===== src/rtl/vend_pkg.sv =====
// Shared types and coin arithmetic for the vending-machine controller.
package vend_pkg;

  typedef enum logic [2:0] {
    COIN_5C   = 3'd0,
    COIN_10C  = 3'd1,
    COIN_25C  = 3'd2,
    COIN_50C  = 3'd3,
    COIN_100C = 3'd4,
    COIN_500C = 3'd5
  } coin_type_e;

  typedef enum logic [1:0] {
    CHG_5C  = 2'd0,
    CHG_10C = 2'd1,
    CHG_25C = 2'd2
  } chg_coin_e;

  typedef enum logic [1:0] {
    IDLE   = 2'd0,
    VEND   = 2'd1,
    CHANGE = 2'd2
  } state_e;

  localparam int unsigned CENTS_5  = 5;
  localparam int unsigned CENTS_10 = 10;
  localparam int unsigned CENTS_25 = 25;

  // Invalid coin types map to 0 cents, which callers treat as "reject".
  function automatic int unsigned coin_value(input logic [2:0] coinType);
    case (coinType)
      COIN_5C:   return 5;
      COIN_10C:  return 10;
      COIN_25C:  return 25;
      COIN_50C:  return 50;
      COIN_100C: return 100;
      COIN_500C: return 500;
      default:   return 0;
    endcase
  endfunction

  function automatic int unsigned chgValue(input logic [1:0] chgCoin);
    case (chgCoin)
      CHG_25C: return CENTS_25;
      CHG_10C: return CENTS_10;
      default: return CENTS_5;
    endcase
  endfunction

  function automatic logic [1:0] pickChg(input int unsigned amount);
    if (amount >= CENTS_25)      return CHG_25C;
    else if (amount >= CENTS_10) return CHG_10C;
    else                         return CHG_5C;
  endfunction

endpackage


===== src/rtl/vend_change_disp.sv =====
// Greedy 25/10/5 change emitter: loaded with an amount, offers one coin at a time.
module vend_change_disp
  import vend_pkg::*;
#(
  parameter int unsigned CENTS_W = 10
) (
  input  logic               clk,
  input  logic               rst_n,
  input  logic               load,
  input  logic [CENTS_W-1:0] amount,
  output logic               chgValid,
  output logic [1:0]         chgCoin,
  input  logic               chgReady,
  output logic               done
);

  logic [CENTS_W-1:0] remaining;
  logic [CENTS_W-1:0] remNext;
  logic [CENTS_W-1:0] coinCents;
  logic               xfer;

  always_comb begin
    coinCents = CENTS_W'(chgValue(chgCoin));
    xfer      = chgValid && chgReady;
    remNext   = remaining;
    if (load)
      remNext = amount;
    else if (xfer)
      remNext = remaining - coinCents;
  end

  assign done = xfer && (remaining == coinCents);

  // Offered coin is registered from the next remainder so it never changes while waiting.
  always_ff @(posedge clk or negedge rst_n) begin
    if (!rst_n) begin
      remaining <= '0;
      chgValid  <= 1'b0;
      chgCoin   <= '0;
    end else begin
      remaining <= remNext;
      chgValid  <= (remNext != '0);
      chgCoin   <= pickChg(32'(remNext));
    end
  end

endmodule


===== src/rtl/vend_ctrl.sv =====
// Vending-machine controller: credit, price/stock table, vend handshake and change.
module vend_ctrl
  import vend_pkg::*;
#(
  parameter int unsigned NUM_SLOTS  = 9,
  parameter int unsigned CENTS_W    = 10,
  parameter int unsigned STOCK_W    = 4,
  parameter int unsigned MAX_CREDIT = 500
) (
  input  logic                         clk,
  input  logic                         rst_n,
  input  logic                         coin_valid,
  input  logic [2:0]                   coin_type,
  input  logic                         sel_valid,
  input  logic [$clog2(NUM_SLOTS)-1:0] sel_idx,
  input  logic                         cancel,
  input  logic                         cfg_we,
  input  logic [$clog2(NUM_SLOTS)-1:0] cfg_idx,
  input  logic [CENTS_W-1:0]           cfg_price,
  input  logic [STOCK_W-1:0]           cfg_stock,
  output logic                         vend_req,
  output logic [$clog2(NUM_SLOTS)-1:0] vend_idx,
  input  logic                         vend_ack,
  output logic                         chg_valid,
  output logic [1:0]                   chg_coin,
  input  logic                         chg_ready,
  output logic                         rej_valid,
  output logic [2:0]                   rej_coin,
  output logic [CENTS_W-1:0]           credit,
  output logic [CENTS_W-1:0]           disp_value,
  output logic [NUM_SLOTS-1:0]         avail,
  output logic [NUM_SLOTS-1:0]         soldout,
  output logic                         busy
);

  localparam int unsigned IDX_W = $clog2(NUM_SLOTS);

  state_e             state, stateNext;
  logic [CENTS_W-1:0] price [NUM_SLOTS];
  logic [STOCK_W-1:0] stock [NUM_SLOTS];

  logic [CENTS_W-1:0] creditNext, dispNext, remainder, chgCents;
  logic [IDX_W-1:0]   vendIdxNext;
  logic [2:0]         rejCoinNext;
  logic               rejValidNext;
  logic               cfgWrite, stockDec, chgLoad, chgXfer, chgDone;
  logic               coinTaken, coinOk, selInRange, cfgInRange;
  int unsigned        coinCents;

  always_comb begin
    for (int unsigned i = 0; i < NUM_SLOTS; i++) begin
      soldout[i] = (price[i] == '0) || (stock[i] == '0);
      avail[i]   = (price[i] != '0) && (stock[i] != '0) && (credit >= price[i]);
    end
  end

  assign vend_req = (state == VEND);
  assign busy     = (state != IDLE);
  assign chgXfer  = chg_valid && chg_ready;
  assign chgCents = CENTS_W'(chgValue(chg_coin));

  always_comb begin
    stateNext    = state;
    creditNext   = credit;
    dispNext     = disp_value;
    vendIdxNext  = vend_idx;
    rejValidNext = 1'b0;
    rejCoinNext  = rej_coin;
    cfgWrite     = 1'b0;
    stockDec     = 1'b0;
    chgLoad      = 1'b0;
    coinTaken    = 1'b0;
    remainder    = credit - price[vend_idx];
    coinCents    = coin_value(coin_type);
    coinOk       = (coinCents != 0) && ((32'(credit) + coinCents) <= MAX_CREDIT);
    selInRange   = 32'(sel_idx) < NUM_SLOTS;
    cfgInRange   = 32'(cfg_idx) < NUM_SLOTS;

    case (state)
      IDLE: begin
        if (cancel && credit != '0) begin
          stateNext = CHANGE;
          chgLoad   = 1'b1;
          dispNext  = credit;
        end else if (sel_valid && selInRange) begin
          if (credit != '0 && avail[sel_idx]) begin
            vendIdxNext = sel_idx;
            stateNext   = VEND;
          end else begin
            dispNext = price[sel_idx];
          end
        end else if (coin_valid) begin
          if (coinOk) begin
            coinTaken  = 1'b1;
            creditNext = CENTS_W'(32'(credit) + coinCents);
            dispNext   = CENTS_W'(32'(credit) + coinCents);
          end
        end else if (cfg_we && !cancel && !sel_valid && cfgInRange) begin
          cfgWrite = 1'b1;
        end
      end
      VEND: begin
        if (vend_ack) begin
          stockDec   = 1'b1;
          creditNext = remainder;
          dispNext   = remainder;
          if (remainder != '0) begin
            stateNext = CHANGE;
            chgLoad   = 1'b1;
          end else begin
            stateNext = IDLE;
          end
        end
      end
      CHANGE: begin
        if (chgXfer) begin
          creditNext = credit - chgCents;
          dispNext   = credit - chgCents;
          if (chgDone)
            stateNext = IDLE;
        end
      end
      default: stateNext = IDLE;
    endcase

    // Any coin not credited in this cycle goes straight back out.
    if (coin_valid && !coinTaken) begin
      rejValidNext = 1'b1;
      rejCoinNext  = coin_type;
    end
  end

  always_ff @(posedge clk or negedge rst_n) begin
    if (!rst_n) begin
      state      <= IDLE;
      credit     <= '0;
      disp_value <= '0;
      vend_idx   <= '0;
      rej_valid  <= 1'b0;
      rej_coin   <= '0;
    end else begin
      state      <= stateNext;
      credit     <= creditNext;
      disp_value <= dispNext;
      vend_idx   <= vendIdxNext;
      rej_valid  <= rejValidNext;
      rej_coin   <= rejCoinNext;
    end
  end

  always_ff @(posedge clk or negedge rst_n) begin
    if (!rst_n) begin
      for (int unsigned i = 0; i < NUM_SLOTS; i++) begin
        price[i] <= '0;
        stock[i] <= '0;
      end
    end else if (cfgWrite) begin
      price[cfg_idx] <= cfg_price;
      stock[cfg_idx] <= cfg_stock;
    end else if (stockDec) begin
      stock[vend_idx] <= stock[vend_idx] - STOCK_W'(1);
    end
  end

  vend_change_disp #(.CENTS_W(CENTS_W)) uChange (
    .clk      (clk),
    .rst_n    (rst_n),
    .load     (chgLoad),
    .amount   (creditNext),
    .chgValid (chg_valid),
    .chgCoin  (chg_coin),
    .chgReady (chg_ready),
    .done     (chgDone)
  );

endmodule


===== config.mk =====
export PLATFORM = sky130hd
export DESIGN_NAME = vend_ctrl
export DESIGN_NICKNAME = d
export VERILOG_FILES = /design/src/rtl/vend_pkg.sv /design/src/rtl/vend_change_disp.sv /design/src/rtl/vend_ctrl.sv
export SDC_FILE = /design/constraint.sdc
export NUM_CORES = 1
export LEC_CHECK = 0
export CAP_MARGIN = 15
export CORE_ASPECT_RATIO = 0.9
export CORE_MARGIN = 4
export CORE_UTILIZATION = 55
export DETAILED_ROUTE_END_ITERATION = 10
export PLACE_DENSITY_LB_ADDON = 0.08
export SYNTH_ARGS = -nofsm -noshare
export SYNTH_HDL_FRONTEND = slang
export SYNTH_HIERARCHICAL = 1
export SYNTH_SLANG_ARGS = --single-unit

===== constraint.sdc =====
create_clock -name clk -period 7.95 [get_ports clk]
set_input_delay 1.1925 -clock clk [delete_from_list [all_inputs] [get_ports clk]]
set_output_delay 1.1925 -clock clk [all_outputs]
set_load 0.1 [all_outputs]

[Word level (Yosys, flattened, before mapping)]
Index checks and enable logic that the tools add are counted.
Cells by class
  add/subtract/negate cells: 5
  order comparisons: 20
  eq/ne operators: 18
  multiplexer cells: 68
  bitwise logic cells: 4
  reductions and logical operators: 90
Operators by type and width (count)
  $mux W10: 20
  $reduce_bool A10 Y1: 12
  $bwmux W90: 1
  $ge A10 B10 Y1: 9
  $logic_not A10 Y1: 9
  $bmux W10 S4: 2
  $bwmux W36: 2
  $mux W36: 2
  $pmux W10 S3: 2
  $pmux W9 S6: 1
  $demux W10 S4: 1
  $logic_not A4 Y1: 9
  $reduce_bool A4 Y1: 9
  $add A10 B32 Y32: 1
  $demux W4 S4: 2
  $le A32 B9 Y1 const B: 1
  $reduce_bool A32 Y1: 1
  $logic_and A1 B1 Y1: 30
  $sub A10 B10 Y10: 2
  $mux W1: 18
  $bmux W4 S4: 1
  $mux W2: 8
  $mux W4: 4
  $ge A5 B5 Y1 const B: 3
  other kinds (32): 55
Word-level totals
  register bits after elaboration: 169
  output and inout port bits: 51

[Logic depth before layout (Yosys ltp)]
  word-level depth: 14
  depth in mapped cells: 25
  depth with buffers taken out: 20

[Hierarchy]
Netlist, hierarchy kept.
By module, submodules not included
  vend_ctrl: times used 1, cells an instance 1372, area an instance 12777.3 um^2, seq. area each 3903.7 um^2
  vend_change_disp: times used 1, cells an instance 112, area an instance 975.9 um^2, seq. area each 325.3 um^2

[Worst setup path after synthesis]
No wires, ideal clock.
  path type: flip-flop to flip-flop
  from: register stock[10] (netlist bit)
  to: register disp_value[1]
  library setup time: 0.128 ns
  arrival time: 6.898 ns
  path slack: 0.923 ns
  stages on the path, launching flop included: 9
  clock period less this slack: 7.027 ns
  cell sequence: dfrtp_1 > o41ai_1 > a31oi_1 > nand4b_1 > nand4b_1 > nor3b_4 > nand3b_1 > buf_4 > mux2_1
Between the ends
  cells in the longest elaborated chain, start to end: 8
RTL lines
  start, declared: line vend_ctrl.sv:40  | logic [STOCK_W-1:0] stock [NUM_SLOTS];
  start signal, assigned by index: line vend_ctrl.sv:159  | stock[cfg_idx] <= cfg_stock;
  start signal, assigned by index: line vend_ctrl.sv:161  | stock[vend_idx] <= stock[vend_idx] - STOCK_W'(1);
  $reduce_bool A4 Y1: line vend_ctrl.sv:53  | avail[i] = (price[i] != '0) && (stock[i] != '0) && (credit >= price[i]);
  $logic_and A1 B1 Y1 (2 in a row): line vend_ctrl.sv:53
  via avail[6]: line vend_ctrl.sv:31  | output logic [NUM_SLOTS-1:0] avail,
  $bmux W1 S4: line vend_ctrl.sv:86  | if (credit != '0 && avail[sel_idx]) begin
  $mux W1 (not written as such): line vend_ctrl.sv:86
  $logic_and A1 B1 Y1: line vend_ctrl.sv:86
  $ne A4 B4 Y1 (no source line)
  $reduce_and A6 Y1 (no source line)
  end signal, assigned: line vend_ctrl.sv:144  | disp_value <= dispNext;
  end, declared: line vend_ctrl.sv:30  | output logic [CENTS_W-1:0] disp_value,
The timed path passes the listed nets, and every way through them passes these cells. The select of a mux whose other input is x is not followed.
A chain may end at the register's enable or synchronous reset.

[Worst setup path in the final report]
  from: register vend_idx[0]
  to: register uChange.chgValid
Between the ends
  cells in the longest elaborated chain, start to end: 11
  elaborated cells between the ends (all ways): 13
  those cells by class: add/sub (1); mux (9); bitwise (1); reduce/logical (2)
RTL lines
  start, declared: line vend_ctrl.sv:22  | output logic [$clog2(NUM_SLOTS)-1:0] vend_idx,
  start signal, assigned: line vend_ctrl.sv:145  | vend_idx <= vendIdxNext;
  $not A4 Y5 (not written as such): line vend_ctrl.sv:73  | remainder = credit - price[vend_idx];
  $bmux W10 S4: line vend_ctrl.sv:73
  $mux W10 (not written as such) (2 in a row): line vend_ctrl.sv:73
  $sub A10 B10 Y10: line vend_ctrl.sv:73
  $reduce_bool A10 Y1: line vend_ctrl.sv:107  | if (remainder != '0) begin
  $mux W1: line vend_ctrl.sv:107
  $mux W1: line vend_ctrl.sv:103  | if (vend_ack) begin
  $pmux W1 S2: line vend_ctrl.sv:79  | case (state)
  via chgLoad: line vend_ctrl.sv:46  | logic cfgWrite, stockDec, chgLoad, chgXfer, chgDone;
  $mux W10: line vend_change_disp.sv:26  | if (load)
  $reduce_bool A10 Y1: line vend_change_disp.sv:42  | chgValid <= (remNext != '0);
  end signal, assigned: line vend_change_disp.sv:42
  end, declared: line vend_change_disp.sv:11  | output logic chgValid,
The timed path passes the listed nets, and every way through them passes these cells. The select of a mux whose other input is x is not followed.

==> metrics.md <==
| Metric | Value |
|---|---|
| Status | complete, no violations |
| Final WL | around 45000 um |
| First-pass GRT wire length | roughly 70000 um |
| Post-Synth XOR/XNOR Area | under 10% |
| Post-CTS Setup Bufs | 0 |
| Pleak | slightly below 7 nW |
| Io pins | 84 |
| Register area share after synthesis | a little under a third |
| Final count of hold timing violations | 0 |
| Sequential cell area | 4230 sq um |
| Crit path max-delay family | simple AND/OR/NAND/NOR gates |
| Worst-Margin Slew | about 1.2 ns |
| Hold_buf cts | 0 |
| Latest clock arrival within the worst-skew pair | ~0.45 ns |
| DPL Wire Length | ~33000 um |
| Die height | roughly 160 um |
| Std-Cell Rows | between 50 and 60 |
| Worst Hold Class | flip-flop to flip-flop |
| Total GRT Usage | roughly a third |
| Reg2reg setup slack | about 2.1 ns |
| Input/output buffers | 83 |
| Initial antenna violation count | 3 |
| #FFs+latches synth | approximately 170 |
| Root Buffer | clkbuf_16 |
| TritonCTS Sinks | 169 |
| Post-Syn Nets | 1648 |
| Final setup fails | 0 |
| Worst Clk Skew | between 0.009 and 0.01 ns |
| Avg Vias per Cell | around 6.7 |
| Wirelength per Cell | roughly 24 um |
| Max-slew headroom at the worst pin | between 20% and 30% |
| Netlist cell types | 91 |
| Routed via count | 12530 |
| Adder-Cell Fraction of Synth Area | 12.14% |
| Core Area | between 20000 and 25000 sq um |
| Crit start category | flip-flop |
| Pwr dens | 382.9 nW/um^2 |
| Vias in the first global route | approximately 12000 |
| Filler Cells Inserted | 2094 |
| Crit-path cells | nor2_1 > and2_1 > a21oi_1 > o21ai_0 > ha_1 > inv_1 > fa_1 > a211o_1 > o211ai_1 > a21oi_1 > o21a_1 > nor2_1 > xnor2_1 > nor3_1 > o22ai_1 > buf_4 > or3b_2 > a2111o_1 > or3_1 |
| Most common cell after layout, fill and taps aside | dfrtp_1 |
| Slowest CP cell | and2_1 |
| Cells after Synth | between 1000 and 1500 |
| Setup ws final | approximately 2 ns |
| Post-synth ARST share | 100.0% |
| Setup TNS | 0 ns |
| Netlist Area Pre-Place | around 14000 sq um |
| Die Wd | between 150 and 200 um |
| Largest net degree at the start of global routing | 99 |
| Most frequent cells in the layout | dfrtp_1 (168), nand2_1 (129), ha_1 (127) |
| CTS clk-pin slew, worst paths | around 0.070 ns |
| Final slew viol count | 0 |
| Worst EP arrival | 6.22 ns |
| DRC | 0 |
| Post-synth EDFFs | 0 |
| Avg Synthesized Cell Area | 9.268 sq um |
| Starting Density | 56.23% |
| Crit path max fanout | 25 |
| Layout area overhead | 12.38% |
| Number of gates resized after cts | 0 |
| Tcrit/Tclk final | 74.15% |
| Multi-input gate area | 8708 sq um |
| Multiplexer share of the synthesized area | around 15% |
| Synth Area in Simple Gates | between 10 and 15% |
| Fmax | around 170 MHz |
| CTS Buf Count | 17 |
| Htree depth | 4 |
| Total grt overflow | 0 |
| Routability cong. | 0.9760 |
| Setup CP Type | flip-flop to flip-flop |
| Die area | around 28000 sq um |
| Crit end category | flip-flop |
| Critical Path RT | between 8 and 9 ns |
| # Max-Cap Violations | 0 |
| Ys Warns | 6 |
| Drt first pass iters | 5 |
| Largest family of logic cells by synthesized area | compound AO/OA/AOI/OAI gates |
| CTS tree | yes |
| Minimum clock period | approximately 5.9 ns |
| Maximum vdd drop | between 0.0002 and 0.00025 V |
| Layout cell share with drive strength beyond 1 | approximately 13% |
| RSZ-0062 raised after global routing | no |
| Max stage delay on crit path | around 0.58 ns |
| Clock buffer depth | 2 |
| Antenna Violating Nets Remaining | 0 |
| Pre-CTS setup slack | between 1.5 and 2 ns |
| Ant. Diodes | 0 |
| 1st-iter DRT viols | ~1500 |
| Top_reg_cell synth | dfrtp_1 |
| Post-synthesis compound-gate area fraction | 19.27% |
| Final net count | 1692 |
| Bufs and invs on worst path | 2 |
## power breakdown
part / total [mW] / internal [mW] / switching, mW / leakage (nW)
registers: 1.23 / 1.02 / 0.210 / 2.15
clock network: 0.937 / 0.515 / 0.422 / 0.317
logic: 3.75 / 1.35 / 2.40 / 4.33
## layout make-up
| type | instances | area share [%] |
|---|---|---|
| multi-input cells | 1111 | 56.34 |
| flip-flops and latches | 169 | 27.37 |
| repair buffers | 102 | 6.274 |
| inverters | 127 | 3.084 |
| clock buffers | 17 | 2.752 |
| well taps | 336 | 2.720 |
| clock inverters | 15 | 1.457 |
## logic make-up after synthesis
family | count (synthesis)
adder cells (fa/ha/maj) | 131
XOR/XNOR | 32
multiplexers | 139
buffers and inverters | 204
AO/OA/AOI/OAI | 406
AND/OR/NAND/NOR | 403
flip-flops | 169
## final timing paths
check,start,end,depth (start not counted)
max,vend_idx[0],uChange/chgValid,19
min,disp_value[5],disp_value[5],1
max reg2reg,vend_idx[0],uChange/chgValid,19
min reg2reg,disp_value[5],disp_value[5],1
max in group asynchronous,rst_n,vend_idx[0],2
min in group asynchronous,rst_n,rej_valid,1
## state kept, by name, indices dropped and copies added (netlist names)
signal             flops
credit                10
disp_value            10
price                 90
rej_coin               3
rej_valid              1
state                  2
stock                 36
uChange/chgCoin        2
uChange/chgValid       1
uChange/remaining     10
vend_idx               4
## per-layer routing
metal / track usage (%) / part of all wire [%]
met1: 44.67 / 41
met2: 52.28 / 45
met3: 7.999 / 10
met4: 13.09 / 3.9
met5: 0 / 0.060
## synth_stat cells, types with 8 or more instances
cell,number,area [sq um]
mux4_2,46,1036
nand2b_1,14,87.58
buf_2,15,75.07
a22oi_1,11,82.58
nand3_1,20,100.1
nand4_1,19,118.9
o22ai_1,23,143.9
mux2_1,9,101.4
xnor2_1,19,166.4
nor2_1,77,289.0
a2bb2oi_1,10,87.58
nand2_1,129,484.2
a221oi_1,10,87.58
o21ai_1,14,70.07
o21ai_0,94,470.5
xor2_1,12,105.1
or3_1,10,62.56
and2_1,9,56.30
nor4_1,27,168.9
nor3b_1,8,60.06
and3_1,8,50.05
clkbuf_1,55,206.5
a22o_1,20,175.2
a21o_1,13,97.59
nor3_1,22,110.1
nor2b_1,29,181.4
a211oi_1,18,135.1
dfrtp_1,169,4229
ha_1,127,1589
a21oi_1,104,520.5
a31oi_1,8,50.05
mux2_2,77,867.1
inv_1,126,473.0
## metrics by stage
step                hold WS (ns)  power (mW)  utilization, %  area (sq um)  cells
finish                    0.4916       5.917           63.19         15460   1877
detailed placement        0.4806       4.920           60.53         14810   1845
global placement          0.4721       4.873           60.53         14810   1845
floorplan                 0.4665       3.913               -         13750   1484
CTS                       0.4968       5.866           63.19         15460   1877
global route              0.5160       6.283           63.19         15460   1877
Power figures use the tool's default switching activity.
